**config.mk**
```make
export PLATFORM = sky130hd
export DESIGN_NAME = fetch_decode
export DESIGN_NICKNAME = d
export VERILOG_FILES = /design/src/rtl/fetch_decode.sv
export SDC_FILE = /design/constraint.sdc
export NUM_CORES = 1
export LEC_CHECK = 0
export CORE_MARGIN = 5
export CORE_UTILIZATION = 45
export DETAILED_ROUTE_END_ITERATION = 12
export PLACE_DENSITY = 0.75
export SLEW_MARGIN = 20
export SYNTH_ARGS = -nofsm -noshare
export SYNTH_HDL_FRONTEND = slang
export SYNTH_SLANG_ARGS = --single-unit
```
**constraint.sdc**
```tcl
create_clock -name clk -period 2.65 [get_ports clk]
set_input_delay 0.265 -clock clk [delete_from_list [all_inputs] [get_ports clk]]
set_output_delay 0.265 -clock clk [all_outputs]
set_load 0.01 [all_outputs]
```
**src/rtl/fetch_decode.sv**
```systemverilog
// Front end of the 8-bit datapath: PC, instruction fetch over req/ack,
// instruction register, opcode decode and local branch/jump resolution.
module fetch_decode #(
    parameter int unsigned         PC_WIDTH = 8,
    parameter logic [PC_WIDTH-1:0] RESET_PC = '0
) (
    input  logic                clk,
    input  logic                reset,
    output logic                imem_req,
    output logic [PC_WIDTH-1:0] imem_addr,
    input  logic                imem_ack,
    input  logic [15:0]         imem_rdata,
    input  logic [3:0]          ALUflags,
    input  logic                exec_ready,
    output logic [15:0]         INS,
    output logic [1:0]          ALUctrl,
    output logic                reg_we,
    output logic                ins_valid,
    output logic                halted
);

    typedef enum logic [2:0] {
        S_IDLE,
        S_FETCH,
        S_DECODE,
        S_ISSUE,
        S_HALTED
    } state_t;

    typedef enum logic [2:0] {
        OP_ADD  = 3'b000,
        OP_SUB  = 3'b001,
        OP_AND  = 3'b010,
        OP_OR   = 3'b011,
        OP_BEQ  = 3'b100,
        OP_JMP  = 3'b101,
        OP_NOP  = 3'b110,
        OP_HALT = 3'b111
    } opcode_t;

    state_t              state_q, state_d;
    logic [PC_WIDTH-1:0] pc_q, pc_d;
    logic [15:0]         ins_q, ins_d;
    logic [1:0]          aluctrl_q, aluctrl_d;

    opcode_t             opcode;
    logic [PC_WIDTH-1:0] pc_plus1;
    logic [PC_WIDTH-1:0] br_off;
    logic [PC_WIDTH-1:0] jmp_tgt;
    logic                flags_unused;

    assign opcode   = opcode_t'(ins_q[15:13]);
    assign pc_plus1 = pc_q + PC_WIDTH'(1);
    assign br_off   = PC_WIDTH'(signed'(ins_q[7:0]));
    assign jmp_tgt  = PC_WIDTH'(ins_q[7:0]);

    // Only the Z flag steers branches; the others belong to later opcodes.
    assign flags_unused = ^{ALUflags[3], ALUflags[1:0]};

    always_ff @(posedge clk or posedge reset) begin
        if (reset) begin
            state_q   <= S_IDLE;
            pc_q      <= RESET_PC;
            ins_q     <= '0;
            aluctrl_q <= '0;
        end else begin
            // NOTE: non-blocking assignments so every register samples the
            // pre-edge values computed by the next-state logic.
            state_q   <= state_d;
            pc_q      <= pc_d;
            ins_q     <= ins_d;
            aluctrl_q <= aluctrl_d;
        end
    end

    always_comb begin
        // NOTE: hold-current defaults cover every path, so no latches.
        state_d   = state_q;
        pc_d      = pc_q;
        ins_d     = ins_q;
        aluctrl_d = aluctrl_q;
        case (state_q)
            S_IDLE: state_d = S_FETCH;
            S_FETCH: begin
                if (imem_ack) begin
                    ins_d   = imem_rdata;
                    state_d = S_DECODE;
                end
            end
            S_DECODE: begin
                case (opcode)
                    OP_ADD, OP_SUB, OP_AND, OP_OR: begin
                        aluctrl_d = ins_q[14:13];
                        state_d   = S_ISSUE;
                    end
                    OP_BEQ: begin
                        pc_d    = ALUflags[2] ? (pc_plus1 + br_off) : pc_plus1;
                        state_d = S_FETCH;
                    end
                    OP_JMP: begin
                        pc_d    = jmp_tgt;
                        state_d = S_FETCH;
                    end
                    OP_NOP: begin
                        pc_d    = pc_plus1;
                        state_d = S_FETCH;
                    end
                    OP_HALT: state_d = S_HALTED;
                endcase
            end
            S_ISSUE: begin
                if (exec_ready) begin
                    pc_d    = pc_plus1;
                    state_d = S_FETCH;
                end
            end
            S_HALTED: state_d = S_HALTED;
            default:  state_d = S_IDLE;
        endcase
    end

    // Handshake/status outputs decode straight from state so reset drops them at once.
    always_comb begin
        imem_req  = (state_q == S_FETCH);
        ins_valid = (state_q == S_ISSUE);
        reg_we    = (state_q == S_ISSUE);
        halted    = (state_q == S_HALTED);
    end

    assign imem_addr = pc_q;
    assign INS       = ins_q;
    assign ALUctrl   = aluctrl_q;

endmodule

```
==> metrics.md <==
| Metric | Value |
|---|---|
| Post-CTS Hold Buffers | `0` |
| Clk buf depth | `2` |
| Input/output buffers | `50` |
| Synth cell types | `49` |
| Worst-Margin Slew | `around 0.48 ns` |
| P_leak | `about 1.1 nW` |
| Rows | `23` |
| Fillers | `352` |
| Layout cells sized above 1 | `about 22%` |
| Critical path required time | `roughly 2.9 ns` |
| Commonest cells after routing, fill and taps aside | `clkdlybuf4s50_1, dfrtp_1, mux2_2, nand2_1, buf_4` |
| Most used DFF post-synth | `dfrtp_1` |
| Max frequency | `405.1 MHz` |
| Worst setup path start | `imem_addr[0]` |
| Max VDD drop | `about 0.00073 V` |
| Fin Clk Skew | `between 0.005 and 0.006 ns` |
| Yosys reg bits | `29` |
| Post-route ant nets | `0` |
| DRT met1 WL | `approximately 1.9 mm` |
| CTS tree | `built` |
| Die H | `approximately 75 um` |
| Die Area | `roughly 5600 um2` |
| Syn_area_per_cell | `10.22 um2` |
| DRT iter0 DRCs | `approximately 150` |
| Placer Congestion | `approximately 0.8` |
| Largest net degree at the start of global routing | `30` |
| Gr usage total | `between 15 and 20%` |
| DRT Wirelength | `4.326 mm` |
| CTS Buf Count | `5` |
| Commonest non-fill, non-tap cell in the layout | `clkdlybuf4s50_1` |
| Worst reg2reg startpoint | `imem_addr[0]` |
| Reg2reg end | `imem_addr[7]` |
| Crit path max fanout | `6` |
| GRT overflow | `0` |
| Wirelength per Cell | `14.71 um` |
| Slowest cell on crit path | `a2111o_1` |
| Final min period | `2.469 ns` |
| Number of diodes | `0` |
| Crit start category | `flop` |
| RSZ-0062 raised after global routing | `false` |
| Max-cap violations | `0` |
| TritonRoute pass-1 iters | `6` |
| Hold Vio Cnt, Final | `0` |
| Buf/Inv on CP | `1` |
| FF/Latch Area | `726.9 um2` |
| Seq/Total Area, Yosys | `around two fifths` |
| Die X-Extent | `about 75 um` |
| Setup CP Type | `reg -> reg` |
| # IOs | `54` |
| Worst EP arrival | `~2.7 ns` |
| Asr flop ratio synth | `100.0%` |
| Setup violators final | `0` |
| Post-synth EDFFs | `0` |
| Setup slack, reg-to-reg | `roughly 0.18 ns` |
| Final count of pins violating max slew | `0` |
| Post-route setup TNS | `0 ns` |
| H-tree Lvls | `2` |
| DP Wirelength | `3.319 mm` |
| Family with the most delay on the worst path | `simple AND/OR/NAND/NOR gates` |
| Crit-path cells | `buf_4, nand2_1, nor2_2, xor2_2, ha_4, nand4_1, a21oi_1, and3b_2, nand3b_1, a2111o_1, o211ai_2` |
| Synth Cell Area | `about 1900 um2` |
| Clock slew at reported path FFs | `about 0.07 ns` |
| Core area | `between 4000 and 5000 um2` |
| Period utilization | `just over 90%` |
| Critical Path Max Stage Delay | `roughly 0.42 ns` |
| Clock Root Buffer | `clkbuf_8` |
| Crit path capture type | `flop` |
| Fin nets | `roughly 280` |
| Syn nets | `around 220` |
| Vias | `1,571` |
| Power after layout | `around 3.5 mW` |
| Cells after synthesis | `roughly 180` |
| Met3 WL | `roughly 220 um` |
| Global-route wire length before repair | `between 7 and 8 mm` |
| Clk sink count | `29` |
| Max layer used | `met4` |
| Layout area overhead | `37.66%` |
| Area occupied by multi-input gates | `1111 um2` |
| Clock Latency Late Sink | `0.28 ns` |
| Slew headroom | `between 60 and 70%` |
| Vias per inst | `around 5.3` |
| Pwr Density | `~1400 nW/um2` |
| Post-route DRC | `0` |
| Initial core utilization | `about 47%` |
| Min-Delay Path Class | `in -> async` |
| Vias in the first global route | `1,505` |
| DR WL met2 | `~2.1 mm` |
| R2R depth | `11` |
| Antenna violations before repair | `0` |
| Status | `finished, final reports clean` |
| Syn. warnings | `0` |
| Hold_ws | `between 0.3 and 0.4 ns` |
## timing repair
action,CTS,global route
hold endpoints to repair,0,0
gates resized for setup,0,6
buffers inserted,0,4
endpoints found under the setup margin,0,1
## worst max path at each step
stage	to	cells after the start	slack, ns
global placement	imem_addr[7]	10	0.17
detailed placement	imem_addr[7]	10	0.07
floorplan	imem_addr[7]	10	0.20
finish	imem_addr[7]	11	0.18
CTS	imem_addr[7]	10	0.05
global route	imem_addr[6]	10	0.02
## cells in the mapped netlist, types with 2 or more instances
library cell	count	area share (%)
nand2_1	17	3.4
a21o_1	3	1.2
nand3b_1	2	0.80
and2_1	2	0.67
a22o_1	2	0.93
a21oi_1	10	2.7
nand4_1	3	1.0
ha_1	9	6.0
a211oi_1	2	0.80
o21ai_0	7	1.9
nand3_1	6	1.6
dfrtp_1	29	39
xor2_1	6	2.8
mux2_2	19	11
o21ai_1	3	0.80
and3_1	3	1.0
o32ai_1	2	0.93
xnor2_1	5	2.3
a22oi_1	5	2.0
buf_2	4	1.1
nor2_1	9	1.8
nor2b_1	3	1.0
clkbuf_1	2	0.40
inv_1	4	0.80
nand2b_1	2	0.67
nor3_1	2	0.53
## power breakdown
group / internal [mW] / switching (mW)
combinational: 1.22 / 1.03
sequential: 0.653 / 0.272
clock: 0.181 / 0.173
## area by class of cell
cell class | instances | share of cell area [%]
Clock inverter | 3 | 0.6767
Sequential cell | 29 | 28.08
Inverter | 5 | 0.7250
Tap cell | 50 | 2.417
Timing Repair Buffer | 61 | 22.52
Multi-Input combinational cell | 141 | 42.92
Clock buffer | 5 | 2.658
## stage by stage
step / std cells / cell area [um2] / setup slack, ns / util, %
2_1_floorplan: 184 / 1881 / 0.1954 / -
3_3_place_gp: 282 / 2436 / 0.1745 / 60.47
3_5_place_dp: 282 / 2436 / 0.07168 / 60.47
4_1_cts: 290 / 2522 / 0.04998 / 62.61
5_1_grt: 294 / 2589 / 0.01505 / 64.25
6_report: 294 / 2589 / 0.1813 / 64.25
## worst min-delay path, cell delays in order
cell             delay, ns
clkdlybuf4s50_1       0.39
inv_1                 0.05
buf_4                 0.33
## state kept, by name (all words and copies together), names as in the netlist
register	count
ALUctrl	2
imem_addr	8
INS	16
state_q	3
## metal layers
| layer | vias to the layer above | GRT usage, % |
|---|---|---|
| met3 | 5 | 5.207 |
| met1 | 739 | 23.12 |
| met5 | - | 0 |
| li1 | 787 | - |
| met2 | 40 | 26.24 |
| met4 | 0 | 4.743 |
## logic make-up (layout without fill, tap and decap cells)
family                     count (synthesis)  count (layout)  synth area share [%]
AOI/OAI and AO/OA                         44              44                 16.37
xor gates and xnor gates                  12              12                 5.988
DFF                                       29              29                 38.59
adders and majority gates                 10              10                 7.053
and+or+nand+nor                           55              55                 15.90
muxes                                     20              20                 11.91
buffers and inverters                     14              74                 4.191
Power figures use the tool's default switching activity.
